File: config.mk
export PLATFORM = sky130hd
export DESIGN_NAME = fetch_pc_controller
export DESIGN_NICKNAME = d
export VERILOG_FILES = /design/src/rtl/fetch_pc_controller.sv
export SDC_FILE = /design/constraint.sdc
export NUM_CORES = 1
export LEC_CHECK = 0
export BUFFER_PORTS_ARGS = -buffer_cell sky130_fd_sc_hd__buf_2
export CAP_MARGIN = 20
export CORE_AREA = 2 2 81 83
export DETAILED_ROUTE_END_ITERATION = 8
export DIE_AREA = 0 0 83 85
export SLEW_MARGIN = 30
export SYNTH_ARGS = -nofsm -noshare
export SYNTH_HDL_FRONTEND = slang
export SYNTH_SLANG_ARGS = --single-unit
File: constraint.sdc
create_clock -name Clock -period 2.6 [get_ports Clock]
set_input_delay 0 -clock Clock [delete_from_list [all_inputs] [get_ports Clock]]
set_output_delay 0 -clock Clock [all_outputs]
set_load 0.02 [all_outputs]
File: src/rtl/fetch_pc_controller.sv
// IF-stage program counter owner: prioritises overwrite/branch/jump redirects, halt and stall,
// handshakes instruction fetches and flushes IF/ID. Optional macro: FETCH_REDIRECT_COUNT_EN.
module fetch_pc_controller #(
    parameter int                   DataWidth   = 16,
    parameter logic [DataWidth-1:0] ResetVector = '0,
    parameter int                   CountWidth  = 16
) (
    input  logic                  Clock,
    input  logic                  Reset_n,
    input  logic                  TakeBranch,
    input  logic [DataWidth-1:0]  BranchTarget,
    input  logic                  TakeJump,
    input  logic [DataWidth-1:0]  JumpTarget,
    input  logic                  PCOverwrite,
    input  logic [DataWidth-1:0]  OverwriteAddress,
    input  logic                  Halt,
    input  logic                  Resume,
    input  logic                  Stall,
    input  logic                  IMemReady,
    output logic [DataWidth-1:0]  PC,
    output logic [DataWidth-1:0]  PCPlusOne,
    output logic                  IMemReq,
    output logic                  FetchValid,
    output logic                  FlushIFID,
    output logic                  Halted,
    output logic [1:0]            DbgState
`ifdef FETCH_REDIRECT_COUNT_EN
    ,
    output logic [CountWidth-1:0] RedirectCount
`endif
);

    // DbgState encoding: 0 = BOOT, 1 = RUN, 2 = HALTED.
    typedef enum logic [1:0] {
        ST_BOOT   = 2'd0,
        ST_RUN    = 2'd1,
        ST_HALTED = 2'd2
    } state_t;

    state_t               r_state;
    logic [DataWidth-1:0] r_pc;
    logic                 r_imem_req;
    logic                 r_halted;

    logic                 w_in_run;
    logic                 w_in_halted;
    logic                 w_run_redirect;
    logic                 w_flush;
    logic                 w_fetch_valid;
    logic [DataWidth-1:0] w_pc_plus_one;

    assign w_in_run       = (r_state == ST_RUN);
    assign w_in_halted    = (r_state == ST_HALTED);
    assign w_run_redirect = PCOverwrite | TakeBranch | TakeJump;
    // In HALTED only an overwrite can redirect; branch/jump are ignored there.
    assign w_flush        = (w_in_run & w_run_redirect) | (w_in_halted & PCOverwrite);
    assign w_fetch_valid  = w_in_run & IMemReady & ~Stall & ~Halt & ~w_run_redirect;
    assign w_pc_plus_one  = r_pc + DataWidth'(1);

    always_ff @(posedge Clock or negedge Reset_n) begin
        if (!Reset_n) begin
            r_state    <= ST_BOOT;
            r_pc       <= ResetVector;
            r_imem_req <= 1'b0;
            r_halted   <= 1'b0;
        end else begin
            case (r_state)
                ST_BOOT: begin
                    r_state    <= ST_RUN;
                    r_imem_req <= 1'b1;
                end
                ST_RUN: begin
                    if (PCOverwrite) begin
                        r_pc <= OverwriteAddress;
                    end else if (TakeBranch) begin
                        r_pc <= BranchTarget;
                    end else if (TakeJump) begin
                        r_pc <= JumpTarget;
                    end else if (Halt) begin
                        r_state    <= ST_HALTED;
                        r_imem_req <= 1'b0;
                        r_halted   <= 1'b1;
                    end else if (!Stall && IMemReady) begin
                        // A stalled cycle drops returned data, so the same PC is refetched.
                        r_pc <= w_pc_plus_one;
                    end
                end
                ST_HALTED: begin
                    if (PCOverwrite) begin
                        r_pc       <= OverwriteAddress;
                        r_state    <= ST_RUN;
                        r_imem_req <= 1'b1;
                        r_halted   <= 1'b0;
                    end else if (Resume) begin
                        r_state    <= ST_RUN;
                        r_imem_req <= 1'b1;
                        r_halted   <= 1'b0;
                    end
                end
                default: begin
                    r_state    <= ST_BOOT;
                    r_imem_req <= 1'b0;
                    r_halted   <= 1'b0;
                end
            endcase
        end
    end

`ifdef FETCH_REDIRECT_COUNT_EN
    logic [CountWidth-1:0] r_redirect_count;

    always_ff @(posedge Clock or negedge Reset_n) begin
        if (!Reset_n) begin
            r_redirect_count <= '0;
        end else if (w_flush && (r_redirect_count != {CountWidth{1'b1}})) begin
            r_redirect_count <= r_redirect_count + CountWidth'(1);
        end
    end

    assign RedirectCount = r_redirect_count;
`endif

    assign PC         = r_pc;
    assign PCPlusOne  = w_pc_plus_one;
    assign IMemReq    = r_imem_req;
    assign Halted     = r_halted;
    assign FetchValid = w_fetch_valid;
    assign FlushIFID  = w_flush;
    assign DbgState   = r_state;

endmodule
==> run summary, run 1 <==
Clock transition at path regs: 0.09 ns
NetSw: 551.7 uW
Avg Cell Area, Syn: 7.730 um2
Routed WL: 6227 um
Largest net degree at the start of global routing: 35
Status: complete, no violations
Worst Skew: 0.008801 ns
Sw Ratio: 41.07%
CP max-delay cell: dfrtp_1
GP Congestion: 0.8438
Cell Rows: 29
Seq pwr share: 33.5%
Number of flops mapped to enable cells by yosys: 0
Vias in the first global route: 2,000
GRT Total Usage: 17.48%
Fraction of registers with async set or reset after synthesis: 100.0%
CTS H-tree depth: 1
P_int: 791.4 uW
IO Count: 95
Cell family with most CP delay: compound AO/OA/AOI/OAI gates
Starting DRT DRC Count: 92
Worst-path maximum fanout: 7
Peak VDD IR: 0.3029 mV
Port Buffer Count: 94
Post-synthesis sequential area ratio: 27.43%
TritonRoute pass-1 iters: 4
Syn Std Cell Area: 1824 um2
Setup Viol. Count Final: 0
Initial antenna violation count: 0
Critical Path AT: 2.19 ns
Cell Chain, Critical Path: ha_1 > nand4_2 > o31a_1 > or3_1 > a221oi_2 > o21ai_1
Routed vias/inst: 5.303
Gr ovfl total: 0
Minimum clock period: 2.032 ns
Worst Setup End Kind: register
Logic pwr share: 42.6%
Final TNS setup: 0 ns
Nets: 381
F_max: 492.0 MHz
Max_cap viols: 0
Finished Cell Area: 2425 um2
Die W: 83 um
Inserted Diodes: 0
Dpl cell area: 2333 um2
RSZ-0062 raised after global routing: false
FF+latch count, synth: 20
DRT antenna net count: 0
Clock Tree Root: clkbuf_8
Pwr Density: 553.9 nW/um2
Most frequent cells in the layout: buf_2 (94), nand2_1 (26), dfrtp_1 (20), nor2_1 (20), o21ai_0 (18)
Num CTS Buffers: 3
Mapped Cells: 236
Period Utilization, post-route: 78.17%
CP Class: register to register
Count of yosys warnings during synthesis: 0
Max clock buf depth: 2
Area grow syn2layout: 32.92%
CTS tree: built
Slew headroom: 67.08%
Clock power share: 23.9%
Die Footprint: 7055 um2
Most common cell after layout, fill and taps aside: buf_2
Max incr delay on CP: 0.45 ns
Final Hold Vio Count: 0
Starting density of the core: 29.40%
Via count: 2,116
Later-pin clock latency in the skew report: 0.26 ns
WP data required: 2.75 ns
Die height: 85 um
P_leak: 0.001149 uW
Count of cell types in the netlist: 54
Residual DRC: 0
Core area: 6205 um2
CTS sink cnt: 20
Syn_nets: 294
Layout cells sized above 1: 35.71%
CP startpoint kind: register
Min-delay worst type: input pin to register
WL/cell: 15.61 um
Post-CTS Resized: 0
Post-synth top flop: dfrtp_1
DP HPWL: 4908 um
First-pass GRT wire length: 10,070 um
Buf/Inv on CP: 0
Max-slew violations: 0
Tightest Pin Transition: 0.4930 ns
## Yosys cell counts, types with 6 or more instances
| cell type | n | area [um2] |
|---|---|---|
| buf_2 | 9 | 45.04 |
| and3_1 | 7 | 43.79 |
| mux2i_1 | 6 | 60.06 |
| xnor2_1 | 6 | 52.55 |
| nand3_1 | 12 | 60.06 |
| a21oi_1 | 10 | 50.05 |
| dfrtp_1 | 20 | 500.5 |
| nand2_1 | 26 | 97.59 |
| nor2_1 | 20 | 75.07 |
| nor3_1 | 7 | 35.03 |
| a211oi_1 | 6 | 45.04 |
| inv_1 | 10 | 37.54 |
| o21ai_0 | 18 | 90.09 |
## layer usage
metal / part of all wire (%) / global-route usage, % / vias to the layer above
met4: 0.29 / 2.385 / 0
met3: 7.7 / 3.891 / 4
met2: 48 / 29.91 / 87
met1: 44 / 23.27 / 983
met5: 0 / 0 / -
li1: - / - / 1042
## tightest hold or removal path: stages
cell and delay, ns:
buf_2 0.08, a211oi_1 0.05, a21oi_1 0.11
## cells by family after synthesis
logic type / synth area share [%]
and+or+nand+nor: 28.12
AOI/OAI and AO/OA: 28.12
buffers and inverters: 6.447
DFF: 27.43
xor gates and xnor gates: 5.281
muxes: 3.910
adders and majority gates: 0.6858
## final timing paths
kind / start / end / slack, ns / cells past startpoint
worst max-delay path: PC[0]$_DFFE_PN0P_ / PC[10]$_DFFE_PN0P_ / 0.57 / 6
worst min-delay path: OverwriteAddress[0] / PC[0]$_DFFE_PN0P_ / 0.02 / 3
worst max register to register: PC[0]$_DFFE_PN0P_ / PC[10]$_DFFE_PN0P_ / 0.57 / 6
worst min register to register: PC[15]$_DFFE_PN0P_ / PC[15]$_DFFE_PN0P_ / 0.53 / 1
max in group asynchronous: Reset_n / PC[3]$_DFFE_PN0P_ / 2.05 / 2
min in group asynchronous: Reset_n / PC[7]$_DFFE_PN0P_ / 0.22 / 2
## flip-flops by register name, summed over array words and instances, names as in the netlist
name and flops:
DbgState 2, IMemReq 1, Halted 1, PC 16
## layout make-up
cell class,count,area (um2)
clock buffers,3,41.29
clock inverters,1,30.03
fillers,666,3780
inverters,10,37.54
multi-input cells,189,1206
flip-flops and latches,20,500.5
well taps,77,96.34
repair buffers,99,513.0
## power by group through the flow
stage | clock network, uW | registers [uW] | logic, uW
final | 321 | 450 | 571
after global routing | 345 | 462 | 619
after CTS | 333 | 449 | 575
after detailed placement | 0 | 455 | 572
after global placement | 0 | 452 | 569
after floorplan | 0 | 489 | 321
## through the flow
stage | cells | hold slack, ns | setup WS (ns) | utilization [%] | power (uW)
2_1_floorplan | 236 | -0.2956 | 0.6204 | - | 809.8
3_3_place_gp | 393 | -0.01451 | 0.6918 | 37.61 | 1021
3_5_place_dp | 393 | -0.008668 | 0.5986 | 37.61 | 1027
4_1_cts | 399 | 0.007785 | 0.5765 | 39.08 | 1358
5_1_grt | 399 | 0.005991 | 0.4338 | 39.08 | 1426
6_report | 399 | 0.01830 | 0.5676 | 39.08 | 1343
## repair_timing
action / CTS / global route
hold buffers: 2 / 0
buffers inserted: 0 / 0
setup endpoints to repair: 0 / 0
hold endpoints to repair: 21 / 0
No activity file was read; power rests on OpenSTA's default activity.
==> inputs of run 2 (changes only) <==
==> constraint.sdc (replaced) <==
create_clock -name Clock -period 2 [get_ports Clock]
set_input_delay 0 -clock Clock [delete_from_list [all_inputs] [get_ports Clock]]
set_output_delay 0 -clock Clock [all_outputs]
set_load 0.02 [all_outputs]
==> run summary, run 2 (synthesized netlist as in run 1, its figures left out) <==
Max FFs per register: 16 (unchanged)
Die W: 83 um (unchanged)
Layout cells sized above 1: 37.08% (+1.4 points)
Inserted Diodes: 0 (unchanged)
Gr ovfl total: 0 (unchanged)
Fillcell total: 657 (-1.4%)
RSZ-0062 raised after global routing: false
CP Class: register to register
Routed vias/inst: 5.217 (-1.6%)
Tightest Pin Transition: 0.4927 ns (-0.0002964 ns)
IO Count: 95 (unchanged)
Pwr Density: 663.8 nW/um2 (+20%)
M2 GR Usage: 30.43% (+0.51 points)
Max incr delay on CP: 0.36 ns (-0.09 ns)
DP HPWL: 4860 um (-0.99%)
Port Buffer Count: 94 (unchanged)
Slew headroom: 67.16% (+0.071 points)
CTS H-tree depth: 1 (unchanged)
Busiest layer in global routing: met2
Nets: 389 (+2.1%)
Die height: 85 um (unchanged)
Initial antenna violation count: 0 (unchanged)
Grt met1 use: 22.78% (-0.49 points)
Minimum clock period: 1.858 ns (-0.1744 ns)
Starting density of the core: 29.40% (unchanged)
Max clock buf depth: 2 (unchanged)
Num CTS Buffers: 3 (unchanged)
Critical Path AT: 2.01 ns (-0.18 ns)
CP startpoint kind: register
Vias in the first global route: 2,071 (+3.6%)
Worst Setup End Kind: register
Later-pin clock latency in the skew report: 0.27 ns (about the same)
Max_cap viols: 0 (unchanged)
GP Congestion: 0.7986 (-5.4%)
Period Utilization, post-route: 92.90% (+15 points)
Final Hold Vio Count: 0 (unchanged)
Max-slew violations: 0 (unchanged)
Cell Rows: 29 (unchanged)
Worst Skew: 0.001480 ns (-0.007321 ns)
P_leak: 0.001174 uW (+2.1%)
Largest net degree at the start of global routing: 35 (unchanged)
FF-to-FF Start: PC[1]$_DFFE_PN0P_
Setup Viol. Count Final: 0 (unchanged)
Core area: 6205 um2 (unchanged)
DRT antenna net count: 0 (unchanged)
Finished Cell Area: 2455 um2 (+1.2%)
Routed WL: 6235 um (+0.13%)
Worst-path maximum fanout: 6 (-1)
First-pass GRT wire length: 10,150 um (+0.81%)
Die Footprint: 7055 um2 (unchanged)
WP data required: 2.15 ns (-0.60 ns)
CTS tree: built
GRT Total Usage: 17.62% (+0.15 points)
Dpl cell area: 2394 um2 (+2.6%)
Status: complete, no violations
Most common cell after layout, fill and taps aside: buf_2
Setup crit start: PC[1]$_DFFE_PN0P_
Residual DRC: 0 (unchanged)
Cell Chain, Critical Path: ha_1 > nand4_2 > o31a_1 > or3_1 > a221oi_2 > o21ai_1
Via count: 2,118 (+0.095%)
Starting DRT DRC Count: 113 (+23%)
Peak VDD IR: 0.3528 mV (+16%)
F_max: 538.2 MHz (+9.4%)
CP max-delay cell: dfrtp_1
WL/cell: 15.36 um (-1.6%)
CTS sink cnt: 20 (unchanged)
Area grow syn2layout: 34.57%
Clock transition at path regs: 0.08 ns (about the same)
Hold_sp: OverwriteAddress[0]
Most frequent cells in the layout: buf_2 (94), nand2_1 (26), dfrtp_1 (20), nor2_1 (20), o21ai_0 (18)
Final TNS setup: 0 ns (unchanged)
Grt met3 use: 3.502% (-0.39 points)
Clock Tree Root: clkbuf_8
Min-delay worst type: input pin to register
TritonRoute pass-1 iters: 4 (unchanged)
## run 2: worst max-delay path, delay by kind of cell (launching register included)
family | cells | cell delay (ns)
DFF | 1 | 0.36
AOI/OAI and AO/OA | 3 | 0.62
adders and majority gates | 1 | 0.22
and+or+nand+nor | 2 | 0.55
## run 2: power breakdown
part | internal, uW | switching [uW]
registers | 469 | 95.2
clock network | 135 | 145
logic | 312 | 473
## run 2: final cells by class
type | instances | area, um2 | share of cell area, %
inverters | 10 | 37.54 | 1.529
clock buffers | 3 | 41.29 | 1.682
well taps | 77 | 96.34 | 3.925
flip-flops and latches | 20 | 500.5 | 20.39
repair buffers | 107 | 573.1 | 23.34
multi-input cells | 189 | 1206 | 49.13
## run 2: stage by stage
stage / setup WS [ns] / utilization [%] / total power [uW] / instances / hold WS (ns)
6_report: 0.1420 / 39.56 / 1630 / 406 / 0.02518
5_1_grt: 0.01193 / 39.56 / 1735 / 406 / 0.03117
4_1_cts: 0.1494 / 39.56 / 1644 / 406 / 0.02610
3_5_place_dp: 0.1670 / 38.58 / 1357 / 401 / -0.009902
3_3_place_gp: 0.1875 / 38.58 / 1348 / 401 / -0.01511
2_1_floorplan: 0.02035 / - / 1053 / 236 / -0.2956
## run 2: path summary, 6_finish.rpt
path | end | slack (ns) | cells after the start
worst max-delay path | PC[10]$_DFFE_PN0P_ | 0.14 | 6
worst min-delay path | PC[0]$_DFFE_PN0P_ | 0.03 | 3
worst max register to register | PC[10]$_DFFE_PN0P_ | 0.14 | 6
worst min register to register | PC[15]$_DFFE_PN0P_ | 0.52 | 1
max in group asynchronous | PC[6]$_DFFE_PN0P_ | 1.44 | 2
min in group asynchronous | IMemReq$_DFFE_PN0P_ | 0.22 | 2
## run 2: what timing repair did
| action | CTS | global route |
|---|---|---|
| buffers inserted | 0 | 0 |
| hold buffers | 2 | 0 |
| resized for setup | 0 | 0 |
| hold endpoints to repair | 21 | 0 |
## run 2: per-layer routing
metal / wire [um] / share of wire, %
met5: 0 / 0
met4: 70 / 1.1
met3: 393 / 6.3
met2: 2911 / 47
met1: 2859 / 46
